==> config.mk <==
export PLATFORM = sky130hd
export DESIGN_NAME = alu_serial_mc
export DESIGN_NICKNAME = d
export VERILOG_FILES = /design/src/rtl/alu_pkg.sv /design/src/rtl/alu_digit.sv /design/src/rtl/alu_serial_mc.sv
export SDC_FILE = /design/constraint.sdc
export NUM_CORES = 1
export LEC_CHECK = 0
export BUFFER_PORTS_ARGS = -buffer_cell sky130_fd_sc_hd__buf_2
export CAP_MARGIN = 40
export CORE_UTILIZATION = 29
export DETAILED_ROUTE_END_ITERATION = 6
export GPL_ROUTABILITY_DRIVEN = 0
export HOLD_SLACK_MARGIN = 0.1
export SYNTH_ARGS = -nofsm -noshare
export SYNTH_HDL_FRONTEND = slang
export SYNTH_SLANG_ARGS = --single-unit
==> constraint.sdc <==
create_clock -name clk -period 2.1 [get_ports clk]
set_input_delay 0.21 -clock clk [delete_from_list [all_inputs] [get_ports clk]]
set_output_delay 0.21 -clock clk [all_outputs]
set_load 0.02 [all_outputs]
==> src/rtl/alu_pkg.sv <==
// rtl/alu_pkg.sv - shared ALU opcode and serial-ALU state encodings
package alu_pkg;

  typedef enum logic [1:0] {
    OP_AND = 2'b00,
    OP_OR  = 2'b01,
    OP_ADD = 2'b10,
    OP_ERR = 2'b11
  } alu_op_e;

  typedef enum logic [1:0] {
    IDLE = 2'b00,
    RUN  = 2'b01,
    DONE = 2'b10
  } alu_state_e;

endpackage

==> src/rtl/alu_digit.sv <==
// rtl/alu_digit.sv - combinational DIGIT-wide ALU slice with carry-in to its MSB exposed
import alu_pkg::*;

module alu_digit #(
  parameter int DIGIT = 4
) (
  input  logic [DIGIT-1:0] a_d,
  input  logic [DIGIT-1:0] b_d,
  input  logic             cin_d,
  input  alu_op_e          op,
  output logic [DIGIT-1:0] y_d,
  output logic             cout_d,
  output logic             c_msb_d
);

  logic [DIGIT:0] sum;

  always_comb begin
    y_d     = '0;
    cout_d  = 1'b0;
    c_msb_d = 1'b0;
    sum     = '0;
    case (op)
      OP_AND: y_d = a_d & b_d;
      OP_OR:  y_d = a_d | b_d;
      OP_ADD: begin
        sum     = {1'b0, a_d} + {1'b0, b_d} + {{DIGIT{1'b0}}, cin_d};
        y_d     = sum[DIGIT-1:0];
        cout_d  = sum[DIGIT];
        // The sum bit is a^b^carry_in, so the carry into the MSB falls out by xor.
        c_msb_d = sum[DIGIT-1] ^ a_d[DIGIT-1] ^ b_d[DIGIT-1];
      end
      default: ;
    endcase
  end

endmodule

==> src/rtl/alu_serial_mc.sv <==
// rtl/alu_serial_mc.sv - multi-cycle digit-serial ALU with valid/ready handshakes
import alu_pkg::*;

module alu_serial_mc #(
  parameter int WIDTH = 32,
  parameter int DIGIT = 4
) (
  input  logic             clk,
  input  logic             reset,
  input  logic             in_valid,
  output logic             in_ready,
  input  logic [WIDTH-1:0] a,
  input  logic [WIDTH-1:0] b,
  input  logic             binv,
  input  logic             cin,
  input  logic [1:0]       op,
  output logic             out_valid,
  input  logic             out_ready,
  output logic [WIDTH-1:0] y,
  output logic             zero,
  output logic             cout,
  output logic             ovf,
  output logic             error
);

  localparam int NDIG = WIDTH / DIGIT;
  localparam int CW   = (NDIG > 1) ? $clog2(NDIG) : 1;

  if (DIGIT < 1 || DIGIT > WIDTH || (WIDTH % DIGIT) != 0) begin : g_bad_param
    $error("alu_serial_mc: WIDTH must be a positive multiple of DIGIT");
  end

  alu_state_e       state, state_next;
  alu_op_e          op_r;
  logic [WIDTH-1:0] a_sh, b_sh;
  logic [CW-1:0]    cnt;
  logic             carry;
  logic             last;
  logic [DIGIT-1:0] y_d;
  logic             cout_d, c_msb_d;

  assign last      = (cnt == CW'(NDIG - 1));
  assign in_ready  = (state == IDLE);
  assign out_valid = (state == DONE);

  alu_digit #(.DIGIT(DIGIT)) u_digit (
    .a_d     (a_sh[DIGIT-1:0]),
    .b_d     (b_sh[DIGIT-1:0]),
    .cin_d   (carry),
    .op      (op_r),
    .y_d     (y_d),
    .cout_d  (cout_d),
    .c_msb_d (c_msb_d)
  );

  always_ff @(posedge clk) begin
    if (reset) state <= IDLE;
    else       state <= state_next;
  end

  always_comb begin
    state_next = state;
    case (state)
      IDLE:    if (in_valid) state_next = (op == OP_ERR) ? DONE : RUN;
      RUN:     if (last) state_next = DONE;
      DONE:    if (out_ready) state_next = IDLE;
      default: state_next = IDLE;
    endcase
  end

  // Operands shift right one digit per cycle so the slice always sees the low digit;
  // results enter y from the top and reach their final position after NDIG cycles.
  always_ff @(posedge clk) begin
    if (reset) begin
      op_r  <= OP_AND;
      a_sh  <= '0;
      b_sh  <= '0;
      cnt   <= '0;
      carry <= 1'b0;
      y     <= '0;
      zero  <= 1'b0;
      cout  <= 1'b0;
      ovf   <= 1'b0;
      error <= 1'b0;
    end else begin
      case (state)
        IDLE: if (in_valid) begin
          op_r  <= alu_op_e'(op);
          a_sh  <= a;
          b_sh  <= b ^ {WIDTH{binv}};
          carry <= cin;
          cnt   <= '0;
          y     <= '0;
          zero  <= (op != OP_ERR);
          cout  <= 1'b0;
          ovf   <= 1'b0;
          error <= (op == OP_ERR);
        end
        RUN: begin
          a_sh  <= a_sh >> DIGIT;
          b_sh  <= b_sh >> DIGIT;
          y     <= (y >> DIGIT) | (WIDTH'(y_d) << (WIDTH - DIGIT));
          carry <= cout_d;
          zero  <= zero & (y_d == '0);
          cnt   <= cnt + 1'b1;
          if (last) begin
            cout <= cout_d;
            ovf  <= c_msb_d ^ cout_d;
          end
        end
        default: ;
      endcase
    end
  end

endmodule

== Yosys cells after proc, flatten, opt, wreduce, memory -nomap -nowiden ==
Index checks and enable logic that the tools add are counted.

* Bits in registers: 108
* Output and inout bits: 38
* Logic and storage cells: 65

* $add $sub $neg: 3
* Equality and inequality tests: 10
* Muxes and demuxes: 25
* Bitwise logic cells: 8
* Reductions and logical operators: 8

{| class="wikitable"
|+ Operators by type and width
! cell !! count
|-
| 32-bit case mux with 2 select lines || 3
|-
| 32-bit 2-to-1 mux || 3
|-
| 28-bit by 32-bit bitwise OR with 32-bit output || 1
|-
| 32-bit XOR || 1
|-
| 4-bit case mux with 3 select lines || 1
|-
| 2-bit 2-to-1 mux || 4
|-
| 1-bit case mux with 2 select lines || 4
|-
| 1-bit 2-to-1 mux || 7
|-
| 2-bit equality test, second input constant || 3
|-
| 2-bit inequality test, second input constant || 3
|-
| 2-bit case mux with 3 select lines || 1
|-
| 3-bit case mux with 2 select lines || 1
|-
| 3-bit AND reduction || 2
|-
| 4-bit by 4-bit adder with 5-bit output || 1
|-
| 5-bit by 1-bit adder with 5-bit output || 1
|-
| 4-bit AND || 1
|-
| 2-bit by 1-bit equality test with 1-bit output, second input constant || 2
|-
| 2-bit zero test || 2
|-
| 4-bit zero test || 1
|-
| 4-bit bitwise OR || 1
|-
| 2-bit AND reduction || 2
|-
| 3-bit by 1-bit adder with 3-bit output, second input constant || 1
|-
| 3-bit equality test, second input constant || 1
|-
| 3-bit 2-to-1 mux || 1
|-
| 4 further kinds || 6
|}

== Longest topological paths before layout ==
Gate-level depths: netlist (run 1).

* Depth in word-level cells: 8
* Depth in mapped cells: 9

== Cells and area by module ==
A second synthesis (run 1) with hierarchy kept.

* Cell total of the unflattened synthesis: 531
* Area total of the unflattened synthesis: 4838.4 sq um

{| class="wikitable"
|+ By module, submodules not included
! module !! times used !! cells an instance !! area each (sq um) !! sequential area each (sq um)
|-
| alu_serial_mc || 1 || 486 || 4486.8 || 2162.1
|-
| alu_digit || 1 || 45 || 351.6 || 0.0
|}

== Least setup slack after synthesis (run 1) ==
OpenSTA, ideal clock, no wires.

* Path type: register -> register
* Start: reg a_sh[0]
* End: reg zero
* Library setup time: 0.079 ns
* Arrival: 2.171 ns
* Data required time: 2.021 ns
* Path slack: -0.150 ns
* Stages on the path, launching flop included: 8
* Period minus slack after synthesis: 2.250 ns
* Cell sequence: dfxtp_1 > fa_1 > a21o_1 > a21oi_2 > xnor2_1 > a221o_1 > or4_1 > a211oi_2

* Cells in the longest elaborated chain, start to end: 6

{| class="wikitable"
|+ RTL lines
! element !! RTL line !! RTL
|-
| start: declaration || alu_serial_mc.sv:35 || <nowiki>logic [WIDTH-1:0] a_sh, b_sh;</nowiki>
|-
| start signal: assignment || alu_serial_mc.sv:100 || <nowiki>a_sh <= a_sh >> DIGIT;</nowiki>
|-
| 4-bit by 4-bit adder with 5-bit output || alu_digit.sv:27 || <nowiki>sum = {1'b0, a_d} + {1'b0, b_d} + {{DIGIT{1'b0}}, cin_d};</nowiki>
|-
| 5-bit by 1-bit adder with 5-bit output || alu_digit.sv:27 ||
|-
| 4-bit case mux with 3 select lines * || alu_digit.sv:23 || <nowiki>case (op)</nowiki>
|-
| 4-bit zero test * || alu_serial_mc.sv:104 || <nowiki>zero <= zero & (y_d == '0);</nowiki>
|-
| 1-bit AND * || alu_serial_mc.sv:104 ||
|-
| 1-bit case mux with 2 select lines * || alu_serial_mc.sv:86 || <nowiki>case (state)</nowiki>
|-
| end signal: assignment || alu_serial_mc.sv:94 || <nowiki>zero <= (op != OP_ERR);</nowiki>
|-
| end signal: assignment || alu_serial_mc.sv:104 ||
|-
| end: declaration || alu_serial_mc.sv:20 || <nowiki>output logic zero,</nowiki>
|}

Every way passes the cells marked *; elsewhere a longest branch is shown, timed or not.
A chain may end at the register's enable or synchronous reset.

== Worst setup path after layout (run 1) ==
Ends and elaborated chain as after synthesis.

==> results_dict.tcl, run 1 <==
set metrics [dict create \
    status "complete, but fails checks" \
    violations "design-rule violations, negative setup slack" \
    path_clk_slew_ns 0.07 \
    p_leak_uw 0.00251 \
    antenna_cells 0 \
    sw_frac_of_total 0.290 \
    synth_cells 502 \
    max_cap_viol_count 0 \
    dr.pass1.iters 7 \
    ys_async_sr_fraction 0 \
    insertion_delay_ns 0.36 \
    dieArea_sq_um 16700 \
    rsz0062_at_grt "true" \
    vias 4003 \
    min_period_ns 2.20 \
    yosysTopAreaCellShare 0.462 \
    initial_core_util 0.296 \
    wl_mm 11.7 \
    dp_hpwl_mm 8.01 \
    synth_area_sq_um 4680 \
    fin_cells 822 \
    synth_fp_nets 586 \
    synthTopCellsByArea "dfxtp_1 (46%), nor2_1 (9.4%), a22oi_1 (6.9%)" \
    synth_ff_type "dfxtp_1" \
    cts_buffers 9 \
    final_antenna_net_count 0 \
    worstPathMaxFanout 2 \
    ir_drop_uv 430 \
    power.internal_uw 3410 \
    area_growth_pct 26.8 \
    die_w_um 129 \
    synth_top_area_cell "dfxtp_1" \
    ys_seq_area_frac 0.462 \
    ys_ff_latch 108 \
    setup_viol 1 \
    dp_cells 801 \
    fin_crit_sh 1.05 \
    drc 1 \
    power_frac_seq 0.473 \
    slew_headroom 0.679 \
    drive_above_1_share 0.267 \
    min_path_type "in -> reg" \
    cp-end-kind "flop" \
    startpoint_type "flop" \
    drt_iter0_markers 274 \
    antenna_found_initial 0 \
    cts.path.max_buffers 2 \
    mostFrequentLayoutCells "nor2_1 (115), buf_2 (108), dfxtp_1 (106)" \
    synth-edff-count 0 \
    overflow 0 \
    detailedPlace.worstSlack_ns -0.0726 \
    final_common_cell "nor2_1" \
    finish.utilization 0.375 \
    power_frac_comb 0.178 \
    yosys_warnings 0 \
    syn_area_per_cell_sq_um 9.33 \
    fmax_ghz 0.456 \
    htree_levels 3 \
    grt_pass1_vias 3840 \
    slew_viol_final 0 \
    nFillCells 1570 \
    grt_max_degree 109 \
    cts_root_buf "clkbuf_16" \
    avgRoutedWirePerCell_um 14.2 \
    synth_cell_types 33 \
    setup_slack_ns -0.0954 \
    grtUsageTotal 0.145 \
    path_class "reg -> reg" \
    finClkSkew_ns 0.0108 \
    power_uw 4800 \
    cts_tree "yes" \
    num-nets-final 685 \
    placementRows 46 \
    die_y_um 129 \
    worstPathArrival_ns 2.47 \
    power_density_nw_per_um2 808 \
    ios 110 \
    via_per_inst 4.87 \
    critPathRequiredTime_ns 2.38 \
    hold_viol_final 0 \
    p_clk_frac 0.349 \
    worstMarginPinSlew_ns 0.481 \
    io_buffers 109 \
    grt_pass1_wl_mm 19.0 \
    core_area_sq_um 15800 \
    cts.sinks 108 \
    p_sw_uw 1390 \
]
## synth_stat cells (8+ instances only)
| master | count |
|---|---|
| inv_1 | 11 |
| a222oi_1 | 28 |
| a211oi_1 | 30 |
| buf_1 | 8 |
| ha_1 | 10 |
| a21oi_1 | 10 |
| dfxtp_1 | 108 |
| mux2i_1 | 31 |
| a22oi_1 | 43 |
| clkbuf_1 | 35 |
| nor2_1 | 117 |
| xor2_1 | 33 |
## layout make-up
cell class,count,area [sq um],area share
repair buffers,135,838,0.141
well taps,216,270,0.0455
clock inverters,7,67.6,0.0114
inverters,11,41.3,0.00695
multi-input cells,336,2330,0.393
clock buffers,9,225,0.0379
flip-flops and latches,108,2160,0.364
## sequential cells by signal, summed over array words and instances, names as in the netlist, 2 cells and up
register,flops
a_sh,32
b_sh,32
cnt,3
op_r,2
state,2
y,32
## worst max-delay path, stage by stage (launching register included)
cell and delay, ns:
dfxtp_2 0.34, fa_2 0.39, a21o_1 0.17, a21oi_2 0.17
xnor2_2 0.09, a221o_1 0.37, or4_4 0.42, a211oi_2 0.18
## worst paths after layout
| path | slack, ns | start | to | cells after the start |
|---|---|---|---|---|
| min reg2reg | 0.46 | cout$_SDFFE_PP0P_ | cout$_SDFFE_PP0P_ | 2 |
| max reg2reg | -0.1 | a_sh[0]$_SDFFE_PP0P_ | zero$_SDFFE_PP0P_ | 7 |
| max | -0.1 | a_sh[0]$_SDFFE_PP0P_ | zero$_SDFFE_PP0P_ | 7 |
| min | 0.12 | a[29] | a_sh[29]$_SDFFE_PP0P_ | 3 |
## per-layer routing
metal / up-vias / part of all wire / track usage
li1: 2006 / - / -
met1: 1883 / 0.48 / 0.190
met2: 103 / 0.46 / 0.235
met3: 11 / 0.046 / 0.0301
met4: 0 / 0.013 / 0.0533
met5: - / 0 / 0
## power groups by stage
stage / Sequential (uW) / Combinational (uW) / Clock (uW)
after floorplan: 2290 / 550 / 0
after global placement: 2310 / 813 / 0
after detailed placement: 2320 / 834 / 0
after CTS: 2270 / 848 / 1730
after global routing: 2290 / 949 / 1810
final: 2270 / 853 / 1670
## logic make-up after synthesis
| family | Yosys count | share of synthesized area |
|---|---|---|
| flip-flops | 108 | 0.462 |
| buffers and inverters | 58 | 0.0481 |
| AO/OA/AOI/OAI | 119 | 0.201 |
| multiplexers | 32 | 0.0686 |
| XOR/XNOR | 36 | 0.0673 |
| AND/OR/NAND/NOR | 137 | 0.118 |
| adder cells (fa/ha/maj) | 12 | 0.0353 |
## through the flow
step	setup TNS, ns	hold slack, ns	instance area (sq um)
finish	-0.0954	0.124	5940
global route	-0.244	0.149	5940
CTS	-0.0836	0.108	5910
detailed placement	-0.0726	0.451	5580
global placement	-0.0123	0.444	5580
floorplan	0	0.357	4690
## repair_timing
action / CTS / global route
hold buffers: 3 / 0
pin swaps: 1 / 3
buffers inserted: 0 / 2
gates resized for setup: 2 / 4
hold endpoints to repair: 3 / 0
setup endpoints to repair: 1 / 2
(Power assumes the default switching activity.)
==> inputs of run 2 (changes only) <==
--- a/config.mk
+++ b/config.mk
@@ -7,6 +7,7 @@
 export LEC_CHECK = 0
 export BUFFER_PORTS_ARGS = -buffer_cell sky130_fd_sc_hd__buf_2
 export CAP_MARGIN = 40
+export CORE_ASPECT_RATIO = 0.6
 export CORE_UTILIZATION = 29
 export DETAILED_ROUTE_END_ITERATION = 6
 export GPL_ROUTABILITY_DRIVEN = 0
==> run 2 against run 1 <==
The flow still finishes with violations (design-rule violations, negative setup slack). Register-to-register slack improved by 0.06 ns. Setup slack improved by 0.063 ns. Total power fell by 0.26%. Combinational power fell by 0.8%. Clock-buffer cell count rose by 2. Cell area fell by 0.91%. Sequential power barely moved. Critical path type unchanged. Critical endpoint unchanged. Largest power group unchanged.
==> results_dict.tcl, run 2 (synthesized netlist as in run 1, its figures left out) <==
set metrics [dict create \
    nFillCells 1552 \
    path_clk_slew_ns 0.07 \
    power_density_nw_per_um2 813 \
    detailedPlace.worstSlack_ns -0.0618 \
    critPathRequiredTime_ns 2.38 \
    dr.pass1.iters 7 \
    cts_buffers 9 \
    ios 110 \
    fin_crit_sh 1.02 \
    worstMarginPinSlew_ns 0.482 \
    overflow 0 \
    setup_viol 1 \
    largestRegisters "a_sh (32), b_sh (32), y (32)" \
    hold_viol_final 0 \
    dieArea_sq_um 16700 \
    drt_iter0_markers 300 \
    slew_headroom 0.679 \
    path_class "reg -> reg" \
    dp_cells 788 \
    via_per_inst 4.97 \
    final_common_cell "nor2_1" \
    antenna_cells 0 \
    ir_drop_uv 360 \
    initial_core_util 0.301 \
    drc 10 \
    avgRoutedWirePerCell_um 15.3 \
    grt_max_degree 42 \
    max_cap_viol_count 0 \
    worstPathArrival_ns 2.41 \
    antenna_found_initial 0 \
    cp-end-kind "flop" \
    cts_tree "yes" \
    num-nets-final 682 \
    insertion_delay_ns 0.35 \
    drive_above_1_share 0.265 \
    dp_hpwl_mm 8.98 \
    die_y_um 100 \
    fmax_ghz 0.469 \
    grt_pass1_wl_mm 20.0 \
    setup_slack_ns -0.0323 \
    status "complete, but fails checks" \
    slew_viol_final 0 \
    rsz0062_at_grt "true" \
    violations "design-rule violations, negative setup slack" \
    htree_levels 3 \
    vias 4004 \
    area_growth_pct 25.7 \
    core_area_sq_um 15500 \
    wl_mm 12.3 \
    placementRows 35 \
    die_w_um 166 \
    io_buffers 109 \
    cts.path.max_buffers 2 \
    grtUsageTotal 0.152 \
    grt_pass1_vias 3896 \
    cts_root_buf "clkbuf_16" \
    finClkSkew_ns 0.00997 \
    fin_cells 806 \
    cts.sinks 108 \
    min_period_ns 2.13 \
    mostFrequentLayoutCells "nor2_1 (115), buf_2 (108), dfxtp_1 (105)" \
    worstPathMaxFanout 2 \
    final_antenna_net_count 0 \
    p_leak_uw 0.00249 \
    min_path_type "in -> reg" \
    startpoint_type "flop" \
]
run 2: cell types whose count changed in the layout (fill, tap and decap cells not counted), sizes merged:
| cell | delta |
|---|---|
| buf | -2 |
| clkbuf | +2 |
| clkinv | -2 |
| clkinvlp | +1 |
| dlygate4sd3 | -1 |
| inv | -1 |
run 2: layout make-up:
class                   count  area, sq um  area share
well taps                 203          254      0.0431
flip-flops and latches    108         2170       0.368
multi-input cells         336         2330       0.396
inverters                  11         41.3     0.00701
clock inverters             5         41.3     0.00701
clock buffers              11          253      0.0429
repair buffers            132          801       0.136
run 2: critical path: stages (launching register included):
cell      delay, ns
dfxtp_2        0.33
fa_2           0.39
a21o_1         0.17
a21oi_2        0.15
xnor2_2        0.08
a221o_1        0.33
or4_4          0.42
a211oi_2       0.17
run 2: repair_timing:
item,in CTS,in global routing
setup endpoints to repair,1,4
hold endpoints to repair,2,0
pin swaps,0,4
hold buffers,2,0
setup buffers,0,0
resized for setup,2,6
run 2: through the flow:
step	power [uW]	hold slack [ns]	util	TNS [ns]	cell area, sq um
finish	4790	0.126	0.379	-0.0323	5890
global route	5030	0.129	0.379	-0.122	5890
detailed placement	3150	0.445	0.357	-0.0618	5550
CTS	4840	0.117	0.378	-0.0572	5870
global placement	3120	0.441	0.357	-0.0361	5550
floorplan	2840	0.357	-	0	4690
run 2: power breakdown:
part           leakage (uW)  switching [uW]  internal [uW]
registers          0.000885            87.0           2180
clock network      0.000144             788            885
logic               0.00146             474            371
total               0.00249            1350           3440
run 2: path summary, 6_finish.rpt:
| check | from | endpoint | depth (start not counted) | slack [ns] |
|---|---|---|---|---|
| max | b_sh[0]$_SDFFE_PP0P_ | zero$_SDFFE_PP0P_ | 7 | -0.03 |
| min | a[31] | a_sh[31]$_SDFFE_PP0P_ | 3 | 0.13 |
| max reg2reg | b_sh[0]$_SDFFE_PP0P_ | zero$_SDFFE_PP0P_ | 7 | -0.03 |
| min reg2reg | cout$_SDFFE_PP0P_ | cout$_SDFFE_PP0P_ | 2 | 0.46 |
run 2: metal layers:
metal,up-vias,share of wire,GRT usage
li1,1988,-,-
met1,1890,0.50,0.209
met2,118,0.43,0.235
met3,8,0.065,0.0444
met4,0,0.0073,0.0352
met5,-,0,0
==> inputs of run 3 (changes only) <==
--- a/config.mk
+++ b/config.mk
@@ -8,6 +8,7 @@
 export BUFFER_PORTS_ARGS = -buffer_cell sky130_fd_sc_hd__buf_2
 export CAP_MARGIN = 40
 export CORE_ASPECT_RATIO = 0.6
+export CORE_MARGIN = 3
 export CORE_UTILIZATION = 29
 export DETAILED_ROUTE_END_ITERATION = 6
 export GPL_ROUTABILITY_DRIVEN = 0
==> run 3 against run 2 <==
The run ends with negative setup slack left. Non-clock buffer count stayed put. Setup slack worse by 0.022 ns. Via count is 0.30% higher. Cell area is 0.17% higher. Register-to-register slack worse by 0.02 ns. Total power is 1.8% higher. Critical path type unchanged. Highest routed layer is now met5. Largest power group unchanged. Sequential cell count stayed put. Die area is 6.5% higher. Clock-buffer cell count is 2 lower. Global-route usage is 1.6 points lower.
==> results_dict.tcl, run 3 (synthesized netlist as in run 1, its figures left out) <==
set metrics [dict create \
    setup_slack_ns -0.0545 \
    ios 110 \
    mostFrequentLayoutCells "nor2_1 (115), buf_2 (108), dfxtp_1 (105)" \
    fmax_ghz 0.464 \
    p_leak_uw 0.00249 \
    cts.path.max_buffers 2 \
    rr_endpoint "zero$_SDFFE_PP0P_" \
    io_buffers 109 \
    grtUsageMet2 0.201 \
    violations "negative setup slack" \
    hold_end "a_sh[29]$_SDFFE_PP0P_" \
    drt_iter0_markers 345 \
    finalSetupTns_ns -0.0545 \
    grt_max_degree 72 \
    status "complete, but fails checks" \
    min_path_type "in -> reg" \
    initial_core_util 0.300 \
    cts.sinks 108 \
    grt_pass1_vias 3860 \
    worstPathArrival_ns 2.42 \
    critPathRequiredTime_ns 2.36 \
    htree_levels 3 \
    use_met1 0.199 \
    cp-end-kind "flop" \
    final_common_cell "nor2_1" \
    r2r_cells 7 \
    hold_path_depth 3 \
    dieArea_sq_um 17800 \
    avgRoutedWirePerCell_um 15.3 \
    use_met3 0.0410 \
    die_y_um 104 \
    largestRegisters "a_sh (32), b_sh (32), y (32)" \
    worstMarginPinSlew_ns 0.866 \
    placementRows 35 \
    ir_drop_uv 438 \
    wl_mm 12.3 \
    busiest_layer "met2" \
    cp.depth 7 \
    via_per_inst 4.98 \
    cp_top_family "compound AO/OA/AOI/OAI gates" \
    drive_above_1_share 0.262 \
    fin_crit_sh 1.03 \
    dp_cells 788 \
    num-nets-final 682 \
    hold_viol_final 0 \
    design_area_sq_um 5900 \
    slew_viol_final 0 \
    slew_headroom 0.422 \
    detailedPlace.worstSlack_ns -0.0433 \
    worstPathMaxFanout 2 \
    worstPathCellList "fa_2, a21o_1, a21oi_2, xnor2_1, a221o_1, or4_1, a211oi_2" \
    cts_root_buf "clkbuf_16" \
    die_w_um 170 \
    core_area_sq_um 15600 \
    dp_hpwl_mm 8.66 \
    slowest_delay_ns 0.42 \
    critPathSlowestCell "or4_1" \
    grt_pass1_wl_mm 19.9 \
    vias 4016 \
    min_period_ns 2.15 \
    drc 0 \
    path_class "reg -> reg" \
    cts_buffers 9 \
    insertion_delay_ns 0.34 \
    place_area_sq_um 5550 \
    grtUsageTotal 0.136 \
    startpoint_type "flop" \
    dr.pass1.iters 6 \
    setup_viol 1 \
    max_cap_viol_count 0 \
    final_antenna_net_count 0 \
    area_growth_pct 25.9 \
    hold_start "a[29]" \
    antenna_cells 0 \
    r2r_slack_ns -0.05 \
    reg2reg_from "a_sh[0]$_SDFFE_PP0P_" \
    nFillCells 1564 \
    power_density_nw_per_um2 826 \
    critPathBufInv 0 \
    finClkSkew_ns 0.00873 \
    fin_cells 806 \
    rsz0062_at_grt "true" \
    antenna_found_initial 1 \
    overflow 0 \
    path_clk_slew_ns 0.08 \
    cts_tree "yes" \
]
run 3: cell count changes in the layout (fill, tap and decap cells not counted), sizes merged:
cell | previous run | this run
bufinv | 0 | 1
clkbuf | 11 | 9
clkinv | 1 | 2
run 3: how the worst max path moves through the flow:
| stage | slack [ns] | endpoint | startpoint |
|---|---|---|---|
| after floorplan | 0.008 | zero$_SDFFE_PP0P_ | a_sh[0]$_SDFFE_PP0P_ |
| after global placement | -0.02 | zero$_SDFFE_PP0P_ | a_sh[0]$_SDFFE_PP0P_ |
| after detailed placement | -0.04 | zero$_SDFFE_PP0P_ | a_sh[0]$_SDFFE_PP0P_ |
| after CTS | -0.06 | zero$_SDFFE_PP0P_ | a_sh[0]$_SDFFE_PP0P_ |
| after global routing | -0.13 | zero$_SDFFE_PP0P_ | a_sh[0]$_SDFFE_PP0P_ |
| final | -0.05 | zero$_SDFFE_PP0P_ | a_sh[0]$_SDFFE_PP0P_ |
run 3: report_power, final:
group	leakage, uW	switching [uW]	internal [uW]
logic	0.00145	464	369
registers	0.000885	84.1	2180
clock network	0.000154	817	959
run 3: tightest hold or removal path: stages:
cell	delay, ns
buf_2	0.09
a22oi_1	0.06
nor2_1	0.08
run 3: stage by stage:
step	utilization	power, uW	hold WS, ns
finish	0.378	4870	0.118
global route	0.378	5130	0.143
CTS	0.378	4940	0.111
detailed placement	0.356	3140	0.456
global placement	0.356	3110	0.442
floorplan	-	2840	0.357
run 3: timing repair:
| action | CTS | global route |
|---|---|---|
| setup endpoints to repair | 1 | 4 |
| resized for setup | 1 | 3 |
| hold buffers | 2 | 0 |
| setup buffers | 0 | 0 |
| pin swaps | 0 | 1 |
| endpoints found under the hold margin | 2 | 0 |
run 3: routing by layer:
metal	vias to the layer above	wire, um
met5	-	13
met4	2	19
met3	4	915
met2	144	5290
met1	1878	6080
li1	1988	-
run 3: layout make-up:
| class | instances | area [sq um] | area share |
|---|---|---|---|
| Timing Repair Buffer | 132 | 801 | 0.136 |
| Inverter | 11 | 41.3 | 0.00700 |
| Clock buffer | 9 | 225 | 0.0382 |
| Multi-Input combinational cell | 336 | 2320 | 0.393 |
| Sequential cell | 108 | 2170 | 0.367 |
| Clock inverter | 7 | 92.6 | 0.0157 |
| Tap cell | 203 | 254 | 0.0431 |
